### src/rtl/shreg_ctrl_pkg.sv
// Shared defines (logic levels, MODO codes, state encodings, bench clock constants)
// and the shreg_ctrl package with the FSM state type.
`ifndef SHREG_DEFS_VH
`define SHREG_DEFS_VH
`define LOW         1'b0
`define HIGH        1'b1
`define ENABLE      1'b1
`define MODO_00     2'b00
`define MODO_01     2'b01
`define MODO_10     2'b10
`define MODO_11     2'b11
`define STATE_IDLE  3'd0
`define STATE_LOAD  3'd1
`define STATE_SHIFT 3'd2
`define STATE_WAITQ 3'd3
`define STATE_DONE  3'd4
`define CLK_PERIOD  10
`define CLK_HALF    5
`endif

package shreg_ctrl_pkg;

  typedef enum logic [2:0] {
    ST_IDLE  = `STATE_IDLE,
    ST_LOAD  = `STATE_LOAD,
    ST_SHIFT = `STATE_SHIFT,
    ST_WAITQ = `STATE_WAITQ,
    ST_DONE  = `STATE_DONE
  } state_t;

endpackage

### src/rtl/shreg_ctrl_cnt.sv
// Loadable shift-count down-counter; loads clamp to WIDTH, flags zero and last.
module shreg_ctrl_cnt #(
  parameter int WIDTH = 4,
  parameter int CNT_W = 3
) (
  input  logic             clk,
  input  logic             rst_n,
  input  logic             load,
  input  logic [CNT_W-1:0] load_val,
  input  logic             dec,
  output logic             zero,
  output logic             last
);

  localparam logic [CNT_W-1:0] MAX_CNT = CNT_W'(WIDTH);

  logic [CNT_W-1:0] count_reg;

  always_ff @(posedge clk or negedge rst_n) begin
    if (!rst_n) begin
      count_reg <= '0;
    end else if (load) begin
      count_reg <= (load_val > MAX_CNT) ? MAX_CNT : load_val;
    end else if (dec && (count_reg != '0)) begin
      count_reg <= count_reg - CNT_W'(1);
    end
  end

  assign zero = (count_reg == '0);
  assign last = (count_reg == CNT_W'(1));

endmodule

### src/rtl/shreg_ctrl.sv
// Sequencer for the 4-bit universal shift register: load, shift N times, return bits and Q.
// Optional rotate mode (S_IN fed from S_OUT) is enabled by defining SHREG_CTRL_ROTATE_EN.
module shreg_ctrl
  import shreg_ctrl_pkg::*;
#(
  parameter int WIDTH = 4,
  parameter int CNT_W = 3
) (
  input  logic             clk,
  input  logic             rst_n,
  input  logic             req_valid,
  output logic             req_ready,
  input  logic [WIDTH-1:0] req_data,
  input  logic             req_dir,
  input  logic [CNT_W-1:0] req_count,
  input  logic             req_fill,
`ifdef SHREG_CTRL_ROTATE_EN
  input  logic             req_rot,
`endif
  output logic             enb,
  output logic             dir,
  output logic             s_in,
  output logic [1:0]       modo,
  output logic [WIDTH-1:0] d,
  input  logic [WIDTH-1:0] q,
  input  logic             s_out,
  output logic             rsp_valid,
  input  logic             rsp_ready,
  output logic [WIDTH-1:0] rsp_bits,
  output logic [WIDTH-1:0] rsp_q
);

  state_t           state_reg;
  logic             s_in_reg;
  logic [CNT_W-1:0] bit_idx_reg;
  logic [WIDTH-1:0] cap_mask;
  logic             accept;
  logic             cnt_zero;
  logic             cnt_last;

  assign accept = (state_reg == ST_IDLE) && req_valid;

  shreg_ctrl_cnt #(
    .WIDTH(WIDTH),
    .CNT_W(CNT_W)
  ) u_cnt (
    .clk     (clk),
    .rst_n   (rst_n),
    .load    (accept),
    .load_val(req_count),
    .dec     (state_reg == ST_SHIFT),
    .zero    (cnt_zero),
    .last    (cnt_last)
  );

  // One-hot select of the RSP_BITS slot that receives the current S_OUT sample.
  for (genvar gi = 0; gi < WIDTH; gi++) begin : g_cap
    assign cap_mask[gi] = (bit_idx_reg == CNT_W'(gi));
  end

`ifdef SHREG_CTRL_ROTATE_EN
  logic rot_reg;

  always_ff @(posedge clk or negedge rst_n) begin
    if (!rst_n) begin
      rot_reg <= 1'b0;
    end else if (accept) begin
      rot_reg <= req_rot;
    end
  end

  assign s_in = (rot_reg && (state_reg == ST_SHIFT)) ? s_out : s_in_reg;
`else
  assign s_in = s_in_reg;
`endif

  always_ff @(posedge clk or negedge rst_n) begin
    if (!rst_n) begin
      state_reg   <= ST_IDLE;
      req_ready   <= 1'b1;
      enb         <= ~`ENABLE;
      dir         <= `LOW;
      s_in_reg    <= `LOW;
      modo        <= `MODO_00;
      d           <= '0;
      rsp_valid   <= 1'b0;
      rsp_bits    <= '0;
      rsp_q       <= '0;
      bit_idx_reg <= '0;
    end else begin
      case (state_reg)
        ST_IDLE: begin
          if (req_valid) begin
            req_ready   <= 1'b0;
            enb         <= `ENABLE;
            modo        <= `MODO_10;
            d           <= req_data;
            dir         <= req_dir;
            s_in_reg    <= req_fill;
            bit_idx_reg <= '0;
            state_reg   <= ST_LOAD;
          end
        end
        ST_LOAD: begin
          modo <= `MODO_00;
          if (!cnt_zero) begin
            state_reg <= ST_SHIFT;
          end else begin
            enb       <= ~`ENABLE;
            state_reg <= ST_WAITQ;
          end
        end
        ST_SHIFT: begin
          // RSP_BITS was cleared at the previous handshake, so OR-ing is enough.
          rsp_bits    <= rsp_bits | (s_out ? cap_mask : '0);
          bit_idx_reg <= bit_idx_reg + CNT_W'(1);
          if (cnt_last) begin
            enb       <= ~`ENABLE;
            state_reg <= ST_WAITQ;
          end
        end
        ST_WAITQ: begin
          rsp_q     <= q;
          rsp_valid <= 1'b1;
          state_reg <= ST_DONE;
        end
        ST_DONE: begin
          if (rsp_ready) begin
            rsp_valid <= 1'b0;
            rsp_bits  <= '0;
            req_ready <= 1'b1;
            state_reg <= ST_IDLE;
          end
        end
        default: begin
          state_reg <= ST_IDLE;
          req_ready <= 1'b1;
          enb       <= ~`ENABLE;
        end
      endcase
    end
  end

endmodule

### config.mk
export PLATFORM = sky130hd
export DESIGN_NAME = shreg_ctrl
export DESIGN_NICKNAME = d
export VERILOG_FILES = /design/src/rtl/shreg_ctrl_pkg.sv /design/src/rtl/shreg_ctrl_cnt.sv /design/src/rtl/shreg_ctrl.sv
export SDC_FILE = /design/constraint.sdc
export NUM_CORES = 1
export LEC_CHECK = 0
export BUFFER_PORTS_ARGS = -buffer_cell sky130_fd_sc_hd__buf_4
export CAP_MARGIN = 20
export CORE_MARGIN = 2
export CORE_UTILIZATION = 57
export CTS_BUF_LIST = sky130_fd_sc_hd__clkbuf_4
export DETAILED_ROUTE_END_ITERATION = 10
export GPL_TIMING_DRIVEN = 1
export PLACE_DENSITY_LB_ADDON = 0.15
export SYNTH_ARGS = -nofsm -noshare
export SYNTH_HDL_FRONTEND = slang
export SYNTH_HIERARCHICAL = 1
export SYNTH_SLANG_ARGS = --single-unit
### constraint.sdc
create_clock -name clk -period 2.2 [get_ports clk]
set_input_delay 0.33 -clock clk [delete_from_list [all_inputs] [get_ports clk]]
set_output_delay 0.33 -clock clk [all_outputs]
set_load 0.005 [all_outputs]
==> results of run 1 <==
## area by class of cell
class	count	area [sq um]	area share, %
Inverter	9	33.8	2.07
Timing Repair Buffer	37	280	17.1
Clock buffer	3	22.5	1.38
Sequential cell	27	677	41.4
Tap cell	28	35.0	2.14
Clock inverter	1	7.51	0.459
Multi-Input combinational cell	71	579	35.4
## worst register-to-register path, cell delays in order (launching register included)
cell     delay, ns
dfrtp_1       0.62
or3b_1        0.41
inv_1         0.18
nand2_1       0.09
mux2i_1       0.12
o21ai_0       0.14
## worst max path at each step
stage / startpoint / endpoint / slack [ns] / cells past startpoint
3_3_place_gp: state_reg[1]$_DFFE_PN0P_ / u_cnt/count_reg[2]$_DFFE_PN0P_ / 0.66 / 5
6_report: state_reg[1]$_DFFE_PN0P_ / u_cnt/count_reg[2]$_DFFE_PN0P_ / 0.59 / 5
2_1_floorplan: state_reg[2]$_DFFE_PN0P_ / u_cnt/count_reg[2]$_DFFE_PN0P_ / 0.69 / 6
3_5_place_dp: state_reg[1]$_DFFE_PN0P_ / u_cnt/count_reg[2]$_DFFE_PN0P_ / 0.60 / 5
4_1_cts: state_reg[1]$_DFFE_PN0P_ / u_cnt/count_reg[2]$_DFFE_PN0P_ / 0.59 / 5
5_1_grt: state_reg[1]$_DFFE_PN0P_ / u_cnt/count_reg[2]$_DFFE_PN0P_ / 0.43 / 5
## metal layers
metal | share of wire [%] | global-route usage (%) | vias to the layer above
met5 | 0 | 0 | -
met4 | 0.67 | 9.21 | 0
met3 | 3.6 | 3.45 | 2
met2 | 50 | 32.9 | 21
met1 | 46 | 26.4 | 453
li1 | - | - | 460
## per-stage QoR
stage | instance area, sq um | power [uW] | utilization (%)
after floorplan | 1310 | 1610 | -
after global placement | 1600 | 1980 | 72.8
after detailed placement | 1600 | 2040 | 72.8
after CTS | 1640 | 2260 | 74.6
after global routing | 1640 | 2440 | 74.6
final | 1640 | 2240 | 74.6
## cells in the final DEF (no fill, tap or decap), types with 2 or more instances in the layout
cell and n:
buf_4 36, dfrtp_1 26, mux2_2 11, inv_1 9, ha_1 8, nand2_1 7
nor2_1 6, a22o_1 4, o21ai_0 3, nand3b_1 3, a21oi_1 3, clkbuf_4 3
nor2b_1 2, a211oi_1 2, nand3_1 2
## kinds of logic (layout without fill, tap and decap cells)
| kind of cell | count (synthesis) | count (layout) |
|---|---|---|
| mux | 12 | 12 |
| compound gates | 18 | 18 |
| other cells | 1 | 1 |
| buf+inv | 13 | 50 |
| xor+xnor | 1 | 1 |
| simple gates | 31 | 31 |
| flops | 27 | 27 |
| fa+ha+maj | 8 | 8 |
## power breakdown
group          switching, uW  total (uW)  internal, uW  leakage (uW)
sequential               227         970           743      0.000324
clock                    150         220          69.6     0.0000139
combinational            439        1060           616      0.000462
total                    816        2240          1430      0.000800
## cells in the mapped netlist (2+ instances only)
master | n | area [sq um]
a211oi_1 | 2 | 15.0
a21oi_1 | 3 | 15.0
a22o_1 | 4 | 35.0
buf_2 | 3 | 15.0
dfrtp_1 | 26 | 651
ha_1 | 8 | 100
inv_1 | 9 | 33.8
mux2_2 | 11 | 124
nand2_1 | 7 | 26.3
nand3_1 | 2 | 10.0
nand3b_1 | 3 | 22.5
nor2_1 | 6 | 22.5
nor2b_1 | 2 | 12.5
o21ai_0 | 3 | 15.0
==> results summary, run 1 <==
The HPWL after detailed placement is 1830 um. The die boundary height is between 50 and 60 um. The final-report hold violation count was 0. The path with the worst hold slack has its endpoint at u_cnt/count_reg[1]$_DFFE_PN0P_. The number of fillers in the final layout is 162. The clock latency reported for the late side of the worst-skew pair came out at about 0.33 ns. The quantity of I/O buffers inserted on ports is 35. The number of nets produced by synthesis came out at about 140. Once routing completed, OpenROAD measured the worst setup slack at around 0.6 ns. The global router's overall resource usage came out at roughly a fifth. The final critical delay including setup and external delays is about 1.6 ns. The first-pass GRT wire length came out at around 4000 um.

The clock net sink count came out at 27. The setup check on the worst reg-to-reg path leaves a slack of roughly 0.59 ns. The tree is rooted in a clkbuf_4. The weighted congestion reported at the end of routability-driven placement came out at around 0.73. The arrival time of the worst setup path is about 1.9 ns. The startpoint of the tightest hold check path is req_count[2].

The number of DRC violations after detailed routing came out at 0. Counting both buffers and inverters, the worst setup path holds a total of 1. The aggregate routed wire length came out at 2400 um.

The mapped netlist covers approximately 1300 sq um. The simple-gate area share of the yosys netlist came out at roughly 15%. The die area came out at 2700 sq um. The cell count of the worst reg-to-reg path is 5.

The effective utilization at floorplan came out at 59.9%. The CTS clock-pin slew for the worst setup and hold paths came out at ~0.16 ns. The hold path depth came out at 2. A synthesized cell averages 11.8 sq um.

The cell count after synthesis came out at between 100 and 150. The number of clock buffers added by TritonCTS is 3. The XOR/XNOR share of the synthesized area is 0.667%.

The post-placement setup slack is approximately 0.60 ns. The type of origin of the critical path is a flip-flop. The clock arrives with between 0.01 and 0.015 ns of skew.

The number of setup buffers added after CTS came out at 0. Among all stages on the critical path, the largest delay is contributed by dfrtp_1. The final setup TNS is 0 ns. The maximum VDD drop is around 0.0011 V. CTS built an H-tree with a depth of 1. The synthesized netlist devotes 10.1% of its cell area to compound gates. The number of max-capacitance violations reported is 0. The number of cells after detailed placement is 171. For this run, the register share of the synthesized area comes to between 50% and 60%.

The number of distinct library cells after synthesis came out at 36. The Yosys step of the flow raised 6 warnings. The reg-to-reg critical path startpoint is state_reg[1]$_DFFE_PN0P_. The number of antenna cells inserted came out at 0. The site row count is 17.

The maximum clock path buffer count came out at 2. The final worst hold slack came out at about 0.18 ns. The final critical path takes up about 73% of the cycle. The async set or reset register ratio after synthesis came out at 100%. The flow ran to the end, and the final reports show no timing, DRC or antenna violations. The x dimension of the die came out at 52.0 um.

The pin count of the biggest net entering global routing is 28. The starting DRC count in detailed routing is 10. The power density over the cells is between 1000 and 1500 nW/um^2. Counting flops and latches in the post-synthesis netlist gives 27. The final instance count without filler cells is 176. Setup violations remaining at the end of the flow were counted as 0.

By area, the combinational part of the netlist is dominated by simple AND/OR/NAND/NOR gates. The highest clock rate is between 0.6 and 0.7 GHz. The number of I/O pins came out at 37. Walking the worst path, the cells encountered are or3b_1, inv_1, nand2_1, mux2i_1, o21ai_0. The number of vias per cell came out at around 5.3. The overflow left after global routing came out at 0.

The via count of the first global-routing pass is roughly 900. Broken down by cell family, the worst path's largest delay share belongs to flip-flops. Setup repair after global routing left no endpoint under its margin. The post-route netlist has a little under two fifths of its cells at a drive strength greater than 1. The final net count came out at 175. Among all flip-flop cells after synthesis, the most frequent one is dfrtp_1. The required time reported for the critical path endpoint is about 2.5 ns.

By startpoint and endpoint, the worst setup path is classified as flip-flop to flip-flop. The number of antenna violations at the first check in global routing came to 0. The maximum fanout count along the critical path came out at 13.

In the final routed layout, each cell accounts on average for about 14 um. Compared with the post-synthesis result, the final layout area differs by 24.6%. The largest stage delay on the critical path is a little over 0.6 ns. In this run the critical register-to-register path is captured at u_cnt/count_reg[2]$_DFFE_PN0P_. The total number of vias came out at approximately 940.

The post-cts repair resize count is 0. TritonCTS built the clock tree. The number of hold buffers added after CTS was 1.

The cell leakage power is 0.000800 uW. The min-delay analysis places its worst path in the category primary input to flip-flop. The total area inside the core boundary comes to 2190 sq um. For this run, the detailed router's first-pass iteration total came to 4. The multiplexer area fraction after synthesis came out at 10.2%. The remaining antenna violation count came out at 0. The endpoint class of the critical path is a flip-flop.

The adder and majority gate portion of the synthesized area came out at roughly 7.6%. The number of pins exceeding their max-slew limit in the final report came to 0. The count of flip-flops with a built-in enable after synthesis came out at 0.

In the final layout, the registers with the most flip-flops are d: 4 flops, rsp_bits: 4 flops, rsp_q: 4 flops.
(Power assumes the default switching activity.)
==> inputs of run 2 (changes only) <==
CORE_UTILIZATION = 53   (was 57)
clock period = 1.51 ns   (was 2.2 ns; I/O delays follow)
==> run 2 against run 1 <==
Highest routed layer unchanged. Power is 51% higher. Cell count rose by 4.0%. Clock-buffer cell count is the same. Clock power up 45%. Largest cell class unchanged. Core utilization down 4.5 points. Register-to-register slack got worse by 0.52 ns.
==> results summary, run 2 (synthesized netlist as in run 1, its figures left out) <==
The flow ran to the end, and the final reports show no timing, DRC or antenna violations. The number of pins exceeding their max-slew limit in the final report is 0. The weighted congestion reported at the end of routability-driven placement came out at between 0.7 and 0.8. Summed over all failing endpoints, the final setup total negative slack is 0 ns. The growth of design area from synthesis to finish is 28.7%. Setup violations remaining at the end of the flow were counted as 0. The core box area came out at around 2400 sq um. The commonest non-fill, non-tap cell in the layout is buf_4. The die area is between 2000 and 3000 sq um. The overflow left after global routing came out at 0.

The clock share of power is about a tenth. The endpoint class of the critical path is a flip-flop. The number of I/O pins came out at 37. The average routed wire per standard cell came out at approximately 13 um. The final period utilization is a little over nine tenths. The final instance count without filler cells came out at 183. The maximum VDD drop is approximately 0.0013 V. The first-pass GRT wire length is between 3000 and 4000 um. Net switching is 35.4% of the power. The maximum fanout count along the critical path came out at 7. The dominant delay contributor by cell family on the critical path is simple AND/OR/NAND/NOR gates. The total number of vias is slightly below 1000.

The reg-to-reg critical path startpoint is state_reg[2]$_DFFE_PN0P_. Counting every sink on the clock net gives 27. The required time reported for the critical path endpoint came out at 1.77 ns. At the worst endpoint, the arrival time is between 1.5 and 2 ns.

The number of vias per cell came out at 5.27. The portion of total power attributed to combinational logic is 51.2%. After global routing, the most crowded layer is met2.

The endpoint identified for the worst register-to-register timing path is u_cnt/count_reg[2]$_DFFE_PN0P_. Buffers inserted during clock tree synthesis total 3. In the layout the commonest cells are buf_4, dfrtp_1, mux2_2. Entering global routing, the biggest net connects 28 pins.

Together, buffers and inverters on the worst path number 1. Across all register-to-register paths, the minimum setup slack is ~0.078 ns. The power density over the cells came out at roughly 2000 nW/um^2. The number of fillers in the final layout came out at between 150 and 200. The largest stage delay on the critical path came out at approximately 0.46 ns. The largest registers in the layout are d: 4 flops, rsp_bits: 4 flops, rsp_q: 4 flops. Max-cap violations in this run came to 0. The effective utilization at floorplan is between 50 and 60%. The final clock skew is about 0.011 ns. The timing endpoint of the critical path is u_cnt/count_reg[2]$_DFFE_PN0P_. From bottom edge to top edge, the die measures 53.8 um. The starting DRC count in detailed routing came out at 4. The clock latency reported for the late side of the worst-skew pair is about 0.32 ns. The estimated wirelength of the detail-placed design is ~1900 um.

In this run the worst setup path begins at state_reg[2]$_DFFE_PN0P_. The x dimension of the die is 53.8 um. The number of antenna cells inserted is 0. The tightest min-delay check is of the primary input to flip-flop type. The signal on the critical path passes through or3b_1, inv_2, nand2_1, mux2i_1, o21ai_0. The CTS clock-pin slew for the worst setup and hold paths is roughly 0.16 ns. The highest clock rate is 0.698 GHz. During placement, the flow inserted port buffers numbering 35. The total number of H-tree levels is 1.

The maximum clock path buffer count is 2. The final-report hold violation count came out at 0. The remaining antenna violation count is 0.

The detailed-routing iteration count for the pre-antenna-repair pass came out at 4. The proportion of layout cells with a drive suffix above 1 is roughly two fifths. The number of cells after detailed placement came out at between 150 and 200. The share of total power in sequential cells came out at 39.4%. The logic depth of the worst path, buffers included came out at 5.

The final critical delay including setup and external delays came out at between 1 and 1.5 ns. TritonCTS built the clock tree. The clock root buffer is clkbuf_4.

The cell leakage power came out at between 0.0008 and 0.0009 uW. The routing usage on met1 came out at about a quarter. The critical path class is flip-flop to flip-flop. Among all stages on the critical path, the largest delay is contributed by dfrtp_1. The number of antenna violations at the first check in global routing is 0.

For the worst flop-to-flop path, the logic depth is 5. The via count of the first global-routing pass is 885. The final net count is 180. The global routing usage on met2 came out at 30.5%. The met3 capacity usage during global routing came out at approximately 2.5%.

The aggregate routed wire length is about 2500 um. Setup repair after global routing left no endpoint under its margin. Row generation in the floorplan step produced 18 rows. For this design the total switching power over the nets is about 1200 uW.

The worst setup path is launched from a flip-flop. For this run, design rule violations remaining after detail routing come to 0. The cell-internal power is between 2000 and 2500 uW. The global router's overall resource usage came out at between 10% and 20%.
## run 2: metal layers
layer / vias to the layer above / routed length [um] / share of wire [%]
met3: 2 / 105 / 4.3
met2: 21 / 1320 / 54
li1: 471 / - / -
met5: - / 0 / 0
met4: 0 / 10 / 0.41
met1: 471 / 1030 / 42
## run 2: final cells by class
cell class | count | area [sq um] | area share, %
clock inverters | 1 | 7.51 | 0.444
repair buffers | 42 | 330 | 19.6
well taps | 30 | 37.5 | 2.22
multi-input cells | 71 | 579 | 34.3
flip-flops and latches | 27 | 678 | 40.1
clock buffers | 3 | 22.5 | 1.33
inverters | 9 | 33.8 | 2.00
## run 2: power by group through the flow
| stage | clock network [uW] | registers (uW) | logic (uW) |
|---|---|---|---|
| floorplan | 0 | 1320 | 1020 |
| global placement | 0 | 1330 | 1700 |
| detailed placement | 0 | 1350 | 1750 |
| CTS | 332 | 1340 | 1760 |
| global route | 361 | 1390 | 1940 |
| finish | 319 | 1330 | 1730 |
## run 2: timing repair
| item | CTS | global route |
|---|---|---|
| hold buffers | 1 | 0 |
| gates resized for setup | 0 | 1 |
| hold endpoints to repair | 26 | 0 |
| endpoints found under the setup margin | 0 | 1 |
| setup buffers | 0 | 0 |
## run 2: worst min path at each step
| stage | from | endpoint | slack, ns | cells past startpoint |
|---|---|---|---|---|
| finish | req_count[2] | u_cnt/count_reg[1]$_DFFE_PN0P_ | 0.08 | 2 |
| global route | req_count[2] | u_cnt/count_reg[1]$_DFFE_PN0P_ | 0.06 | 2 |
| CTS | req_count[2] | u_cnt/count_reg[1]$_DFFE_PN0P_ | 0.07 | 2 |
| detailed placement | rst_n | rsp_bits[3]$_DFFE_PN0P_ | 0.16 | 1 |
| global placement | rst_n | modo[1]$_DFFE_PN0P_ | 0.15 | 1 |
| floorplan | rst_n | bit_idx_reg[0]$_DFFE_PN0P_ | -0.07 | 0 |
## run 2: stage by stage
step,total power (uW),setup WS [ns],instance area [sq um],hold WS (ns),utilization [%]
after floorplan,2350,0.000412,1310,-0.0691,-
after global placement,3030,0.129,1650,0.155,68.4
after detailed placement,3110,0.0960,1650,0.159,68.4
after CTS,3430,0.0664,1690,0.0698,70.0
after global routing,3690,0.00282,1690,0.0553,70.1
final,3390,0.0780,1690,0.0759,70.1
